===== config.mk =====
export PLATFORM = sky130hd
export DESIGN_NAME = regfile_wr_sched
export DESIGN_NICKNAME = d
export VERILOG_FILES = /design/src/rtl/regfile_wr_sched.sv
export SDC_FILE = /design/constraint.sdc
export NUM_CORES = 1
export LEC_CHECK = 0
export CELL_PAD_IN_SITES_DETAIL_PLACEMENT = 0
export CELL_PAD_IN_SITES_GLOBAL_PLACEMENT = 1
export CORE_UTILIZATION = 40
export DETAILED_ROUTE_END_ITERATION = 10
export PLACE_DENSITY = 0.79
export SYNTH_ARGS = -nofsm -noshare
export SYNTH_HDL_FRONTEND = slang
export SYNTH_SLANG_ARGS = --single-unit

===== constraint.sdc =====
create_clock -name clk -period 1.91 [get_ports clk]
set_input_delay 0.382 -clock clk [delete_from_list [all_inputs] [get_ports clk]]
set_output_delay 0.382 -clock clk [all_outputs]
set_load 0.01 [all_outputs]

===== src/rtl/regfile_wr_sched.sv =====
// Single regfile write-port scheduler: post-reset clear sequencer, then
// fixed-priority mux of pipeline writeback over a small debug write FIFO.
module regfile_wr_sched #(
  parameter int ADDR_W    = 5,
  parameter int DATA_W    = 32,
  parameter int REG_NUM   = 32,
  parameter int DBG_DEPTH = 4
) (
  input  logic                         clk,
  input  logic                         rst,
  input  logic                         wb_we,
  input  logic [ADDR_W-1:0]            wb_waddr,
  input  logic [DATA_W-1:0]            wb_wdata,
  input  logic                         dbg_valid,
  output logic                         dbg_ready,
  input  logic [ADDR_W-1:0]            dbg_waddr,
  input  logic [DATA_W-1:0]            dbg_wdata,
  output logic [$clog2(DBG_DEPTH):0]   dbg_level,
  output logic                         rf_we,
  output logic [ADDR_W-1:0]            rf_waddr,
  output logic [DATA_W-1:0]            rf_wdata,
  output logic                         init_busy,
  output logic                         err_wb_init
);
  localparam int PW = $clog2(DBG_DEPTH);
  localparam int LW = PW + 1;

  typedef struct packed {
    logic [ADDR_W-1:0] addr;
    logic [DATA_W-1:0] data;
  } wr_t;

  typedef enum logic {INIT, RUN} state_t;

  state_t            state;
  logic [ADDR_W-1:0] clr_cnt;
  logic              err;
  wr_t               mem [DBG_DEPTH];
  logic [PW-1:0]     wptr, rptr;
  logic [LW-1:0]     level;
  wr_t               head;
  logic              empty, full, push, pop;

  assign head      = mem[rptr];
  assign empty     = (level == '0);
  assign full      = (level == LW'(DBG_DEPTH));
  // Ready ignores a same-cycle pop so a full FIFO never pushes, even while draining.
  assign dbg_ready = rst && !full;
  assign push      = dbg_valid && dbg_ready;
  assign pop       = (state == RUN) && !wb_we && !empty;

  assign init_busy   = (state == INIT);
  assign err_wb_init = err;
  assign dbg_level   = level;

  always_ff @(posedge clk or negedge rst) begin
    if (!rst) begin
      state   <= INIT;
      clr_cnt <= '0;
      err     <= 1'b0;
    end else if (state == INIT) begin
      clr_cnt <= clr_cnt + 1'b1;
      if (clr_cnt == ADDR_W'(REG_NUM - 1)) state <= RUN;
      if (wb_we) err <= 1'b1;
    end
  end

  always_ff @(posedge clk or negedge rst) begin
    if (!rst) begin
      wptr  <= '0;
      rptr  <= '0;
      level <= '0;
    end else begin
      if (push) wptr <= wptr + 1'b1;
      if (pop)  rptr <= rptr + 1'b1;
      case ({push, pop})
        2'b10:   level <= level + 1'b1;
        2'b01:   level <= level - 1'b1;
        default: level <= level;
      endcase
    end
  end

  // Storage has no reset; occupancy/pointers alone define validity.
  always_ff @(posedge clk) begin
    if (push) mem[wptr] <= '{addr: dbg_waddr, data: dbg_wdata};
  end

  // Zero-latency write-port mux; rf_we is gated by reset so it drops immediately.
  always_comb begin
    rf_we    = 1'b0;
    rf_waddr = '0;
    rf_wdata = '0;
    if (rst) begin
      if (state == INIT) begin
        rf_we    = 1'b1;
        rf_waddr = clr_cnt;
      end else if (wb_we) begin
        rf_we    = 1'b1;
        rf_waddr = wb_waddr;
        rf_wdata = wb_wdata;
      end else if (!empty) begin
        rf_we    = 1'b1;
        rf_waddr = head.addr;
        rf_wdata = head.data;
      end
    end
  end
endmodule


# ---- Word-level counts from Yosys, hierarchy flattened
# Memories as Yosys holds them, arrays and structs flattened.
# Cells that the tools add are included.
dict set report word_totals {
  latch_bits 0
  wordCells 44
  output_inout_bits 44
  register_bits 14
  input_bits 78
  n_memories 1
  romBits 0
  ram_bits 148
}
dict set report op_classes {
  n_reduce_logical 10
  n_div 0
  n_addsub 5
  n_mux 17
  bitwise_logic 1
  eq_ne 4
  multipliers 0
  shifts 0
  magnitude_cmp 0
}
# name words word_bits read_ports rd_clocked_by_memory_dff wr line_no
set mem_list {}
lappend mem_list {mem 4 37 1 0 1 38} ;# wr_t mem [DBG_DEPTH];
# cell n
set ops {}
lappend ops {{two-way mux 32 bit} 4}
lappend ops {{two-way mux 5 bit} 4}
lappend ops {{two-way mux 1 bit} 8}
lappend ops {{one-hot mux 3 bit (2 select lines)} 1}
lappend ops {{adder 5 x 1 -> 5 bit, second input constant} 1}
lappend ops {{== test 5 bit, second input constant} 1}
lappend ops {{adder 2 x 1 -> 2 bit, second input constant} 2}
lappend ops {{logical AND 1 bit} 4}
lappend ops {{adder 3 x 1 -> 3 bit, second input constant} 1}
lappend ops {{== test 3 bit, second input constant} 1}
lappend ops {{zero test 1 bit} 3}
lappend ops {{zero test 3 bit} 1}
lappend ops {{subtractor 3 x 1 -> 3 bit, second input constant} 1}
lappend ops {{== test 2 x 1 -> 1 bit, second input constant} 1}
lappend ops {{== test 2 bit, second input constant} 1}
lappend ops {{AND reduction 2 bit} 1}
lappend ops {{nonzero test 2 bit} 1}
lappend ops {{NOT 1 bit} 1}

# ---- Logic depth before layout (Yosys ltp)
dict set report depth {
  ltp_word 6
  mapped_depth 8
  ltp_nobuf 8
}

# ---- Least setup slack after synthesis
# No wires, ideal clock.
dict set report synth_path {
  path_kind {in2reg}
  startpoint {in rst}
  endpoint {mem mem[0][0] (netlist bit) (enable)}
  setup_time_ns 0.398
  arrival_time_ns 1.748
  path_stages 3
  setup_slack_ns -0.236
  required_time_ns 1.512
  path_buffers 1
  cell_sequence {buf_2 -> o311a_1 -> and2_1}
}
dict set report synth_between {
  elab_chain_cells 4
}
# element line_no
set synth_rtl {}
lappend synth_rtl {{start, declared} 10} ;# input logic rst,
lappend synth_rtl {{logical AND 1 bit} 48} ;# assign dbg_ready = rst && !full;
lappend synth_rtl {{logical AND 1 bit} 49} ;# assign push = dbg_valid && dbg_ready;
lappend synth_rtl {{two-way mux 1 bit} 86} ;# if (push) mem[wptr] <= '{addr: dbg_waddr, data: dbg_wdata};
lappend synth_rtl {{two-way mux 1 bit (not written as such)} 86}
lappend synth_rtl {{end, declared} 38}
# No other way between the ends.

# ---- Worst setup path in the final report
dict set report layout_path {
  startpoint {reg level[2] (netlist: dbg_level[2])}
  endpoint {out rf_waddr[3]}
}
dict set report layout_between {
  elab_chain_cells 5
}
# element line_no
set layout_rtl {}
lappend layout_rtl {{start, declared} 40} ;# logic [LW-1:0] level;
lappend layout_rtl {{start signal, assigned} 77} ;# 2'b10: level <= level + 1'b1;
lappend layout_rtl {{start signal, assigned} 78} ;# 2'b01: level <= level - 1'b1;
lappend layout_rtl {{start signal, assigned} 79} ;# default: level <= level;
lappend layout_rtl {{zero test 3 bit} 45} ;# assign empty = (level == '0);
lappend layout_rtl {{two-way mux 5 bit} 102} ;# end else if (!empty) begin
lappend layout_rtl {{two-way mux 5 bit} 98} ;# end else if (wb_we) begin
lappend layout_rtl {{two-way mux 5 bit} 95} ;# if (state == INIT) begin
lappend layout_rtl {{two-way mux 5 bit} 94} ;# if (rst) begin
lappend layout_rtl {{end, declared} 20} ;# output logic [ADDR_W-1:0] rf_waddr,
# No other way between the ends.

==> results by group <==
Placed design
  • Setup WS pre-CTS: -0.696 ns
  • Number of port buffers: 121
  • DP Area: about 0.0084 mm²
  • GP Congestion: 0.736
  • DP HPWL: about 8.7 mm

Power
  • Switching power share of the total: 25.5%
  • Power Dens Cells: ~1300 mW/mm²
  • Static Leak: between 3 and 4 nW
  • Reg power frac: a little under two fifths
  • Cell Int Power: between 8 and 9 mW
  • Switching power: roughly 3.0 mW
  • Logic gate share of total power: a little under a third
  • Worst vdd ir: between 0.7 and 0.8 mV
  • Total power: between 10 and 15 mW
  • Clock power share: 30.4%

Timing
  • Worst Skew: between 0.006 and 0.007 ns
  • Hold Fails Final Rpt: 0
  • Final Slew Violations: 0
  • Unrepaired setup endpoints after global routing: yes
  • Final worst-path cycle share: 127%
  • Min setup slack post-route: -0.513 ns
  • Max Clock Freq: about 0.41 GHz
  • Slew HR: 78.5%
  • Worst Tran Pin Value: ~0.32 ns
  • Min Clock Period, post-route: 2.42 ns
  • Setup Viol. Count Final: 38

Logic synthesis
  • Gate Count Post-Synth: between 300 and 400
  • Ys Warns: 0
  • Post-synthesis async set-or-reset flop share: roughly 8.6%
  • Synth cell count leaders: edfxtp_1 (148), mux4_2 (37), a22o_1 (35)
  • Synth area leader: edfxtp_1
  • Syn nets: 397
  • Mapped Avg Cell Area: 20.9 µm²
  • Leading post-synthesis cells by cell area: edfxtp_1 (68%), mux4_2 (13%), dfrtp_1 (5.4%)
  • Most common cell in the netlist: edfxtp_1
  • Seq/Total Area, Yosys: about three quarters
  • Post-Synthesis Cell Area: approximately 0.0065 mm²
  • Synthesized flop and latch total: about 160
  • Unique cell type count in the Yosys netlist: 29
  • Number of synthesized flops with an enable pin: approximately 150
  • Yosys top cell area share: around two thirds
  • Top FF cell, synth: edfxtp_1

Critical path
  • CP required: around 1.5 ns
  • Worst EP arrival: between 2 and 2.5 ns
  • Crit Path Class: reg2out
  • Worst Setup EP: rf_waddr[3]
  • Reg2reg start: dbg_level[1]
  • Reg2reg path depth: 6
  • Buf/Inv on CP: 2
  • Crit path max-delay cell type: dfrtp_1
  • Worst path depth: 5
  • Worst path top cell family by delay: simple AND/OR/NAND/NOR gates
  • R2R setup slack: -0.02 ns
  • Crit Path Max Fanout: 4
  • CP max stage delay: approximately 0.40 ns
  • Startpoint types: flop
  • CP startpoint: dbg_level[2]
  • Worst Setup End Kind: output port
  • Reg2reg end: dbg_level[1]
  • Critical Path, Cell by Cell: or3_4, and3_4, buf_6, a221o_1, buf_2

Die
  • Ports: around 120
  • Rows: 46
  • Die Y: roughly 130 µm
  • Die width: approximately 130 µm
  • Core area: about 0.016 mm²
  • Initial core utilization: around two fifths
  • Die area: 0.0168 mm²

Drt
  • Vias: between 3,000 and 4,000
  • M1 WL: 5.98 mm
  • Post-route DRC: 0
  • DR top layer: met4
  • ANT nets after route: 0
  • DR iter-0 viols: 193
  • Post-Route WL: between 10 and 15 mm
  • Routed wl met3: 668 µm
  • Drt pass-1 iters: 4
  • WL per Instance: between 15 and 20 µm
  • Met2 wire len: 7.06 mm
  • Vias per cell: ~5

Global routing
  • Vias in the first global route: 3,750
  • Largest net degree at the start of global routing: 21
  • Initial antenna violation count: 0
  • Total GRT Usage: between 10% and 20%
  • Global-route wire length before repair: roughly 21 mm
  • Overflow after GRT: 0

Clocking
  • CTS Hold Bufs: 0
  • Clock Tree Buf Depth: 2
  • Clock transition at path regs: roughly 0.060 ns
  • CTS Sinks: about 160
  • Cts bufs inserted: 17
  • CTS tree: built
  • Root Driver: clkbuf_16
  • Clk Latency, worst-skew pair: around 0.42 ns
  • H-tree depth: 4

Min path
  • Hold/Removal Path Class: in2async

Finish
  • Layout cells sized above 1: 35.4%
  • Net count reported at finish: approximately 570
  • Layout area overhead: 39.4%
  • Post-Layout Inst Area: between 0.009 and 0.01 mm²
  • Antenna Cells: 0
  • Fill cells: roughly 1,200

Run status
  • Outcome: finished, violations left
  • Failing checks: negative setup slack

Flow run
  • Max-Cap Viols: 0
==> cells in the final DEF, fill, tap and decap left out, types with 2 or more instances in the layout <==
cell	netlist	routed
a221o_1	2	2
mux4_2	37	37
ha_1	7	6
inv_4	0	2
clkbuf_16	0	17
clkbuf_1	7	4
nor2b_1	2	2
buf_16	0	3
and2_2	0	4
clkdlybuf4s50_1	0	77
and3_1	5	3
mux2_2	4	4
buf_8	0	2
a22o_1	35	35
clkinv_4	0	2
buf_4	2	22
buf_2	4	38
dlygate4sd2_1	0	4
buf_6	5	4
bufinv_16	0	5
dfrtp_1	14	11
edfxtp_1	148	148
o21ai_0	3	3
xnor2_1	8	8
dfrtp_2	0	3
buf_12	0	19
nand3_1	4	4
inv_1	8	5
==> cells by family (layout without fill, tap and decap cells) <==
family          Yosys count  count (layout)  synth area share (%)
mux                      41              41                  13.5
compound gates           44              44                  5.77
simple gates             21              21                  1.87
fa+ha+maj                 8               8                  1.65
xor+xnor                  9               9                  1.21
flops                   162             162                  73.7
buf+inv                  26             210                  2.27
==> routing by layer <==
layer / global-route usage (%) / vias up
met5: 0 / -
met4: 5.88 / 0
met3: 5.49 / 15
met2: 29.4 / 96
met1: 23.1 / 1840
li1: - / 1643
==> per-stage QoR <==
step                      std cells  hold slack (ns)  util (%)  setup TNS, ns
after floorplan                 311           0.0864         -              0
after global placement          668            0.446      52.7         -71.98
after detailed placement        668            0.453      52.7         -77.91
after CTS                       713            0.130      57.4         -16.98
after global routing            711            0.138      57.1         -18.58
final                           711            0.151      57.1         -15.84
==> power by group through the flow <==
stage / clock, mW / sequential [mW] / combinational [mW]
after floorplan: 0 / 4.52 / 1.89
after global placement: 0 / 4.51 / 3.32
after detailed placement: 0 / 4.54 / 3.37
after CTS: 3.63 / 4.47 / 3.90
after global routing: 3.77 / 4.50 / 4.00
final: 3.57 / 4.47 / 3.71
==> area by class of cell <==
class	instances	area (µm²)	share of cell area, %
multi-input combinational	123	1620	17.9
sequential	162	4800	52.9
clock buffer	21	440	4.86
tap	216	270	2.98
inverter	8	35.0	0.386
timing repair buffer	171	1720	18.9
clock inverter	10	184	2.03
==> sequential cells by signal, indices dropped and copies added (netlist names) <==
signal	flops
mem	148
clr_cnt	5
dbg_level	3
rptr	2
wptr	2
err_wb_init	1
state	1
==> worst min-delay path by stage <==
stage	startpoint	end	slack [ns]	depth (start not counted)
floorplan	rst	clr_cnt[0]	0.09	0
global placement	err_wb_init	err_wb_init	0.45	1
detailed placement	err_wb_init	err_wb_init	0.45	1
CTS	rst	dbg_level[1]	0.13	2
global route	rst	rptr[1]	0.14	2
finish	rst	wptr[0]	0.15	2
==> timing repair <==
action / in CTS / in global routing
setup endpoints to repair: 42 / 41
resized for setup: 180 / 5
pin swaps: 8 / 9
setup buffers: 9 / 1
cloned: 5 / 0
No activity file was read; power rests on OpenSTA's default activity.
